### src/rtl/magic_pkg.sv
// Shared definitions for the MAGIC NOR/NOT-mapped arithmetic blocks.
package magic_pkg;

  typedef enum logic [1:0] {
    IDLE = 2'd0,
    RUN  = 2'd1,
    DONE = 2'd2
  } state_t;

  // Gate budget of one full-subtractor bit cell as mapped onto crossbar ops.
  localparam int FS_NOR_GATES = 10;
  localparam int FS_NOT_GATES = 3;

endpackage

### src/rtl/magic_full_subtractor_bit.sv
// One-bit full subtractor (d = a - b - bin) expressed purely as NOR/NOT gates
// so that every gate corresponds to a single MAGIC crossbar operation.
module magic_full_subtractor_bit (
  input  logic a,
  input  logic b,
  input  logic bin,
  output logic d,
  output logic bout
);

  logic n1, n2, n3, xnor_ab;
  logic m1, m2, m3;
  logic xnor_ab_n, bin_n, t_prop, bout_n;

  // a XNOR b; n2 is also the generate term ~a & b
  nor g_n1 (n1, a, b);
  nor g_n2 (n2, a, n1);
  nor g_n3 (n3, b, n1);
  nor g_n4 (xnor_ab, n2, n3);

  // d = XNOR(xnor_ab, bin) = a ^ b ^ bin
  nor g_m1 (m1, xnor_ab, bin);
  nor g_m2 (m2, xnor_ab, m1);
  nor g_m3 (m3, bin, m1);
  nor g_d  (d, m2, m3);

  // Propagate term xnor_ab & bin, then bout = generate | propagate
  not g_i1 (xnor_ab_n, xnor_ab);
  not g_i2 (bin_n, bin);
  nor g_t  (t_prop, xnor_ab_n, bin_n);
  nor g_bo (bout_n, n2, t_prop);
  not g_i3 (bout, bout_n);

endmodule

### src/rtl/magic_serial_subtractor.sv
// Bit-serial, LSB-first unsigned subtractor (diff = a - b) with valid/ready
// handshakes on operand and result sides; one bit-cell evaluation per clock.
module magic_serial_subtractor
  import magic_pkg::*;
#(
  parameter  int WIDTH = 8,
  localparam int CNT_W = $clog2(WIDTH)
) (
  input  logic             clk,
  input  logic             rst_n,
  input  logic             in_valid,
  output logic             in_ready,
  input  logic [WIDTH-1:0] a,
  input  logic [WIDTH-1:0] b,
  output logic             out_valid,
  input  logic             out_ready,
  output logic [WIDTH-1:0] diff,
  output logic             borrow,
  output logic             busy
);

  state_t           state_q;
  logic [CNT_W-1:0] cnt_q;
  logic [WIDTH-1:0] a_q, b_q, diff_q;
  logic             br_q, borrow_q;
  logic             in_ready_q, out_valid_q, busy_q;
  logic             d_bit, bout_bit;

  magic_full_subtractor_bit u_fs (
    .a    (a_q[0]),
    .b    (b_q[0]),
    .bin  (br_q),
    .d    (d_bit),
    .bout (bout_bit)
  );

  always_ff @(posedge clk or negedge rst_n) begin
    if (!rst_n) begin
      state_q     <= IDLE;
      cnt_q       <= '0;
      a_q         <= '0;
      b_q         <= '0;
      diff_q      <= '0;
      br_q        <= 1'b0;
      borrow_q    <= 1'b0;
      in_ready_q  <= 1'b1;
      out_valid_q <= 1'b0;
      busy_q      <= 1'b0;
    end else begin
      case (state_q)
        IDLE: begin
          if (in_valid && in_ready_q) begin
            a_q        <= a;
            b_q        <= b;
            br_q       <= 1'b0;
            cnt_q      <= '0;
            in_ready_q <= 1'b0;
            busy_q     <= 1'b1;
            state_q    <= RUN;
          end
        end
        RUN: begin
          // Result fills from the MSB side so bit 0 lands at diff[0] after WIDTH shifts
          diff_q <= {d_bit, diff_q[WIDTH-1:1]};
          a_q    <= a_q >> 1;
          b_q    <= b_q >> 1;
          br_q   <= bout_bit;
          if (cnt_q == CNT_W'(WIDTH - 1)) begin
            borrow_q    <= bout_bit;
            out_valid_q <= 1'b1;
            state_q     <= DONE;
          end else begin
            cnt_q <= cnt_q + CNT_W'(1);
          end
        end
        DONE: begin
          if (out_ready) begin
            out_valid_q <= 1'b0;
            in_ready_q  <= 1'b1;
            busy_q      <= 1'b0;
            state_q     <= IDLE;
          end
        end
        default: state_q <= IDLE;
      endcase
    end
  end

  assign in_ready  = in_ready_q;
  assign out_valid = out_valid_q;
  assign diff      = diff_q;
  assign borrow    = borrow_q;
  assign busy      = busy_q;

endmodule
### config.mk
export PLATFORM = sky130hd
export DESIGN_NAME = magic_serial_subtractor
export DESIGN_NICKNAME = d
export VERILOG_FILES = /design/src/rtl/magic_pkg.sv /design/src/rtl/magic_full_subtractor_bit.sv /design/src/rtl/magic_serial_subtractor.sv
export SDC_FILE = /design/constraint.sdc
export NUM_CORES = 1
export LEC_CHECK = 0
export ABC_AREA = 0
export ABC_CLOCK_PERIOD_IN_PS = 1500
export BUFFER_PORTS_ARGS = -buffer_cell sky130_fd_sc_hd__buf_2
export CORE_MARGIN = 1
export CORE_UTILIZATION = 30
export CTS_CLUSTER_DIAMETER = 150
export DETAILED_ROUTE_END_ITERATION = 12
export SYNTH_ARGS = -nofsm -noshare
export SYNTH_HDL_FRONTEND = slang
export SYNTH_SLANG_ARGS = --single-unit
### constraint.sdc
create_clock -name clk -period 1.5 [get_ports clk]
set_input_delay 0.3 -clock clk [delete_from_list [all_inputs] [get_ports clk]]
set_output_delay 0.3 -clock clk [all_outputs]
set_load 0.005 [all_outputs]
==> metrics.csv <==
metric,value,unit
yosys-top-cells-count,"dfrtp_1, a21oi_1, nor2_1",
met3_length,133,um
p_leak,0.870,nW
hold_viol_final,0,
crit_path_max_fanout,4,
maxCapViolCount,0,
synthCells,131,
yosysMostFrequentCell,dfrtp_1,
cts_tree,yes,
syn_nets,155,
start_util,31.7,%
nNetsFinal,195,
max_stage_delay,0.38,ns
p_int,2.39,mW
pwr-share-clk,24.1,%
track_usage,11.5,%
synth_edf_count,0,
grt_max_degree,43,
ys_seq_elements,34,
dpl-instance-area,1780,um^2
status,finished clean,
drc_errors,0,
layout_min_cycle_time,1.44,ns
synth.distinct_cells,23,
cts_inserted_buffers,5,
fp.dieH,73.4,um
boundaryPins,32,
pwr-share-comb,32.2,%
grt_pass1_wl,4.51,mm
clk-insertion-delay-late,0.29,ns
met1_length,1.27,mm
power_density,1790,nW/um^2
async_flop_share,100,%
final.setup.tns,0,ns
switchingPower,1.07,mW
pwr-share-seq,43.8,%
worst-slew-pin-transition,0.428,ns
yosys_most_used_dff,dfrtp_1,
dr_wl_met2,1.27,mm
drt_first_pass_iters,4,
io_buffers,31,
hpwl,1.90,mm
top_layer,met4,
synth_top_area_share,54.0,%
endpoint_kind,flip-flop,
rows,25,
avgSynthCellArea,11.7,um^2
finalCritPeriodShare,96.3,%
fin_area,1930,um^2
via_per_inst,4.40,
dieArea,5390,um^2
netlist.top_cell.by_area,dfrtp_1,
slew_violations,0,
synthTopCellsByArea,"dfrtp_1, mux2i_1, mux2_2",
swShare,30.9,%
drive_gt1_share,37.2,%
grt-ovfl-total,0,
cts.reportedPaths.clkPinSlew,0.07,ns
vias,1051,
antennaDiodeCount,0,
min_path_type,in -> async,
ys_seq_area_share,55.7,%
clk_path_buf_depth,2,
area_growth,26.4,%
numClockSinks,34,
drt_iter0_markers,58,
path_class,reg -> reg,
max_slew_margin,71.5,%
finalPower,3.46,mW
regArea,852,um^2
worst_ep_arrival_time,1.62,ns
core-area,4820,um^2
root_buffer,clkbuf_8,
ir_worst_vdd,0.737,mV
setup_viol,0,
required,1.67,ns
synthesis.area,1530,um^2
worstPathCellList,ha_2 > ha_4 > nor3b_4 > nor2_2 > mux2_2,
htree_levels,2,
multiInputGateArea,606,um^2
setup.worst_path.start_class,flip-flop,
die_w,73.4,um
wirelength,2.73,mm
wl_per_cell,11.4,um
antenna_found_initial,0,
rsz0062_at_grt,no,
grt_pass1_vias,972,
fillers,495,
fin_skew,0.00444,ns
slowest_stage,dfrtp_1,
fmax,0.692,GHz
postRouteAntennaNets,0,
yosys_warnings,0,
place.gp.congestion,0.691,
==> flip-flops by register name, summed over array words and instances, names as in the netlist, 2 cells and up <==
signal and flops:
a_q 8, state_q 2, b_q 8, cnt_q 3
diff 8
==> kinds of logic (layout without fill, tap and decap cells) <==
kind of cell	count (synthesis)	count (layout)	synth area share, %
fa+ha+maj	4	4	3.76
mux	23	23	15.8
simple gates	27	27	8.43
flops	34	34	55.7
buf+inv	15	56	6.22
compound gates	28	28	10.1
==> stage by stage <==
step           utilization, %  hold WS [ns]  cells  setup WS (ns)
4_1_cts                  39.3        0.0443    237        0.00718
5_1_grt                  40.1        0.0709    239        0.00288
6_report                 40.1        0.0298    239         0.0551
2_1_floorplan               -       0.00441    131         0.0267
3_5_place_dp             37.0         0.358    229         0.0330
3_3_place_gp             37.0         0.357    229         0.0537
==> timing repair <==
| action | in CTS | in global routing |
|---|---|---|
| setup endpoints to repair | 0 | 3 |
| gates resized for setup | 0 | 5 |
| setup buffers | 0 | 2 |
| hold buffers | 0 | 0 |
| endpoints found under the hold margin | 0 | 0 |
==> final timing paths <==
kind	slack, ns	endpoint	from	cells past startpoint
worst max register to register	0.06	cnt_q[0]$_DFFE_PN0P_	cnt_q[1]$_DFFE_PN0P_	5
worst max-delay path	0.06	cnt_q[0]$_DFFE_PN0P_	cnt_q[1]$_DFFE_PN0P_	5
worst min-delay path	0.03	b_q[3]$_DFFE_PN0P_	rst_n	2
min in group clk	0.22	state_q[1]$_DFFE_PN0P_	out_ready	2
worst min register to register	0.50	diff[0]$_DFFE_PN0N_	diff[0]$_DFFE_PN0N_	1
max in group asynchronous	1.13	in_ready$_DFFE_PN1P_	rst_n	2
==> power groups by stage <==
stage,Combinational (mW),Clock (mW),Sequential [mW]
finish,1.11,0.832,1.51
global route,1.25,0.881,1.58
CTS,1.10,0.846,1.51
detailed placement,1.10,0,1.53
global placement,1.06,0,1.52
floorplan,0.743,0,1.50
==> critical path, delay by kind of cell, from the launching register on <==
family	cells	cell delay, ns
AND/OR/NAND/NOR	2	0.29
multiplexers	1	0.26
flip-flops	1	0.38
adder cells (fa/ha/maj)	2	0.39
==> cell usage in the layout, fill, tap and decap left out <==
master	instances
o21ai_0	6
o22ai_1	1
a22o_1	2
and4bb_4	1
nand2_1	6
inv_1	7
nand2b_1	2
ha_2	1
mux2_2	9
dfrtp_1	33
buf_12	2
mux2i_1	14
nor3b_4	1
nor2_2	1
clkbuf_8	5
ha_4	1
ha_1	1
buf_4	8
clkinv_2	2
nor2_1	15
nand3_1	1
dfstp_2	1
o31ai_1	2
a21oi_1	17
buf_2	31
bufinv_16	1
fa_1	1
==> cell type report <==
cell class / instances / area share [%]
sequential: 34 / 44.1
multi-input combinational: 82 / 31.3
timing repair buffer: 41 / 13.2
tap: 67 / 4.34
clock buffer: 5 / 3.56
clock inverter: 3 / 2.07
inverter: 7 / 1.36
==> metal layers <==
metal,up-vias,GRT usage [%]
met4,0,6.41
met1,495,14.7
li1,524,-
met5,-,0
met2,25,17.1
met3,7,3.70
Note: power is estimated with default switching activity, not from simulation.
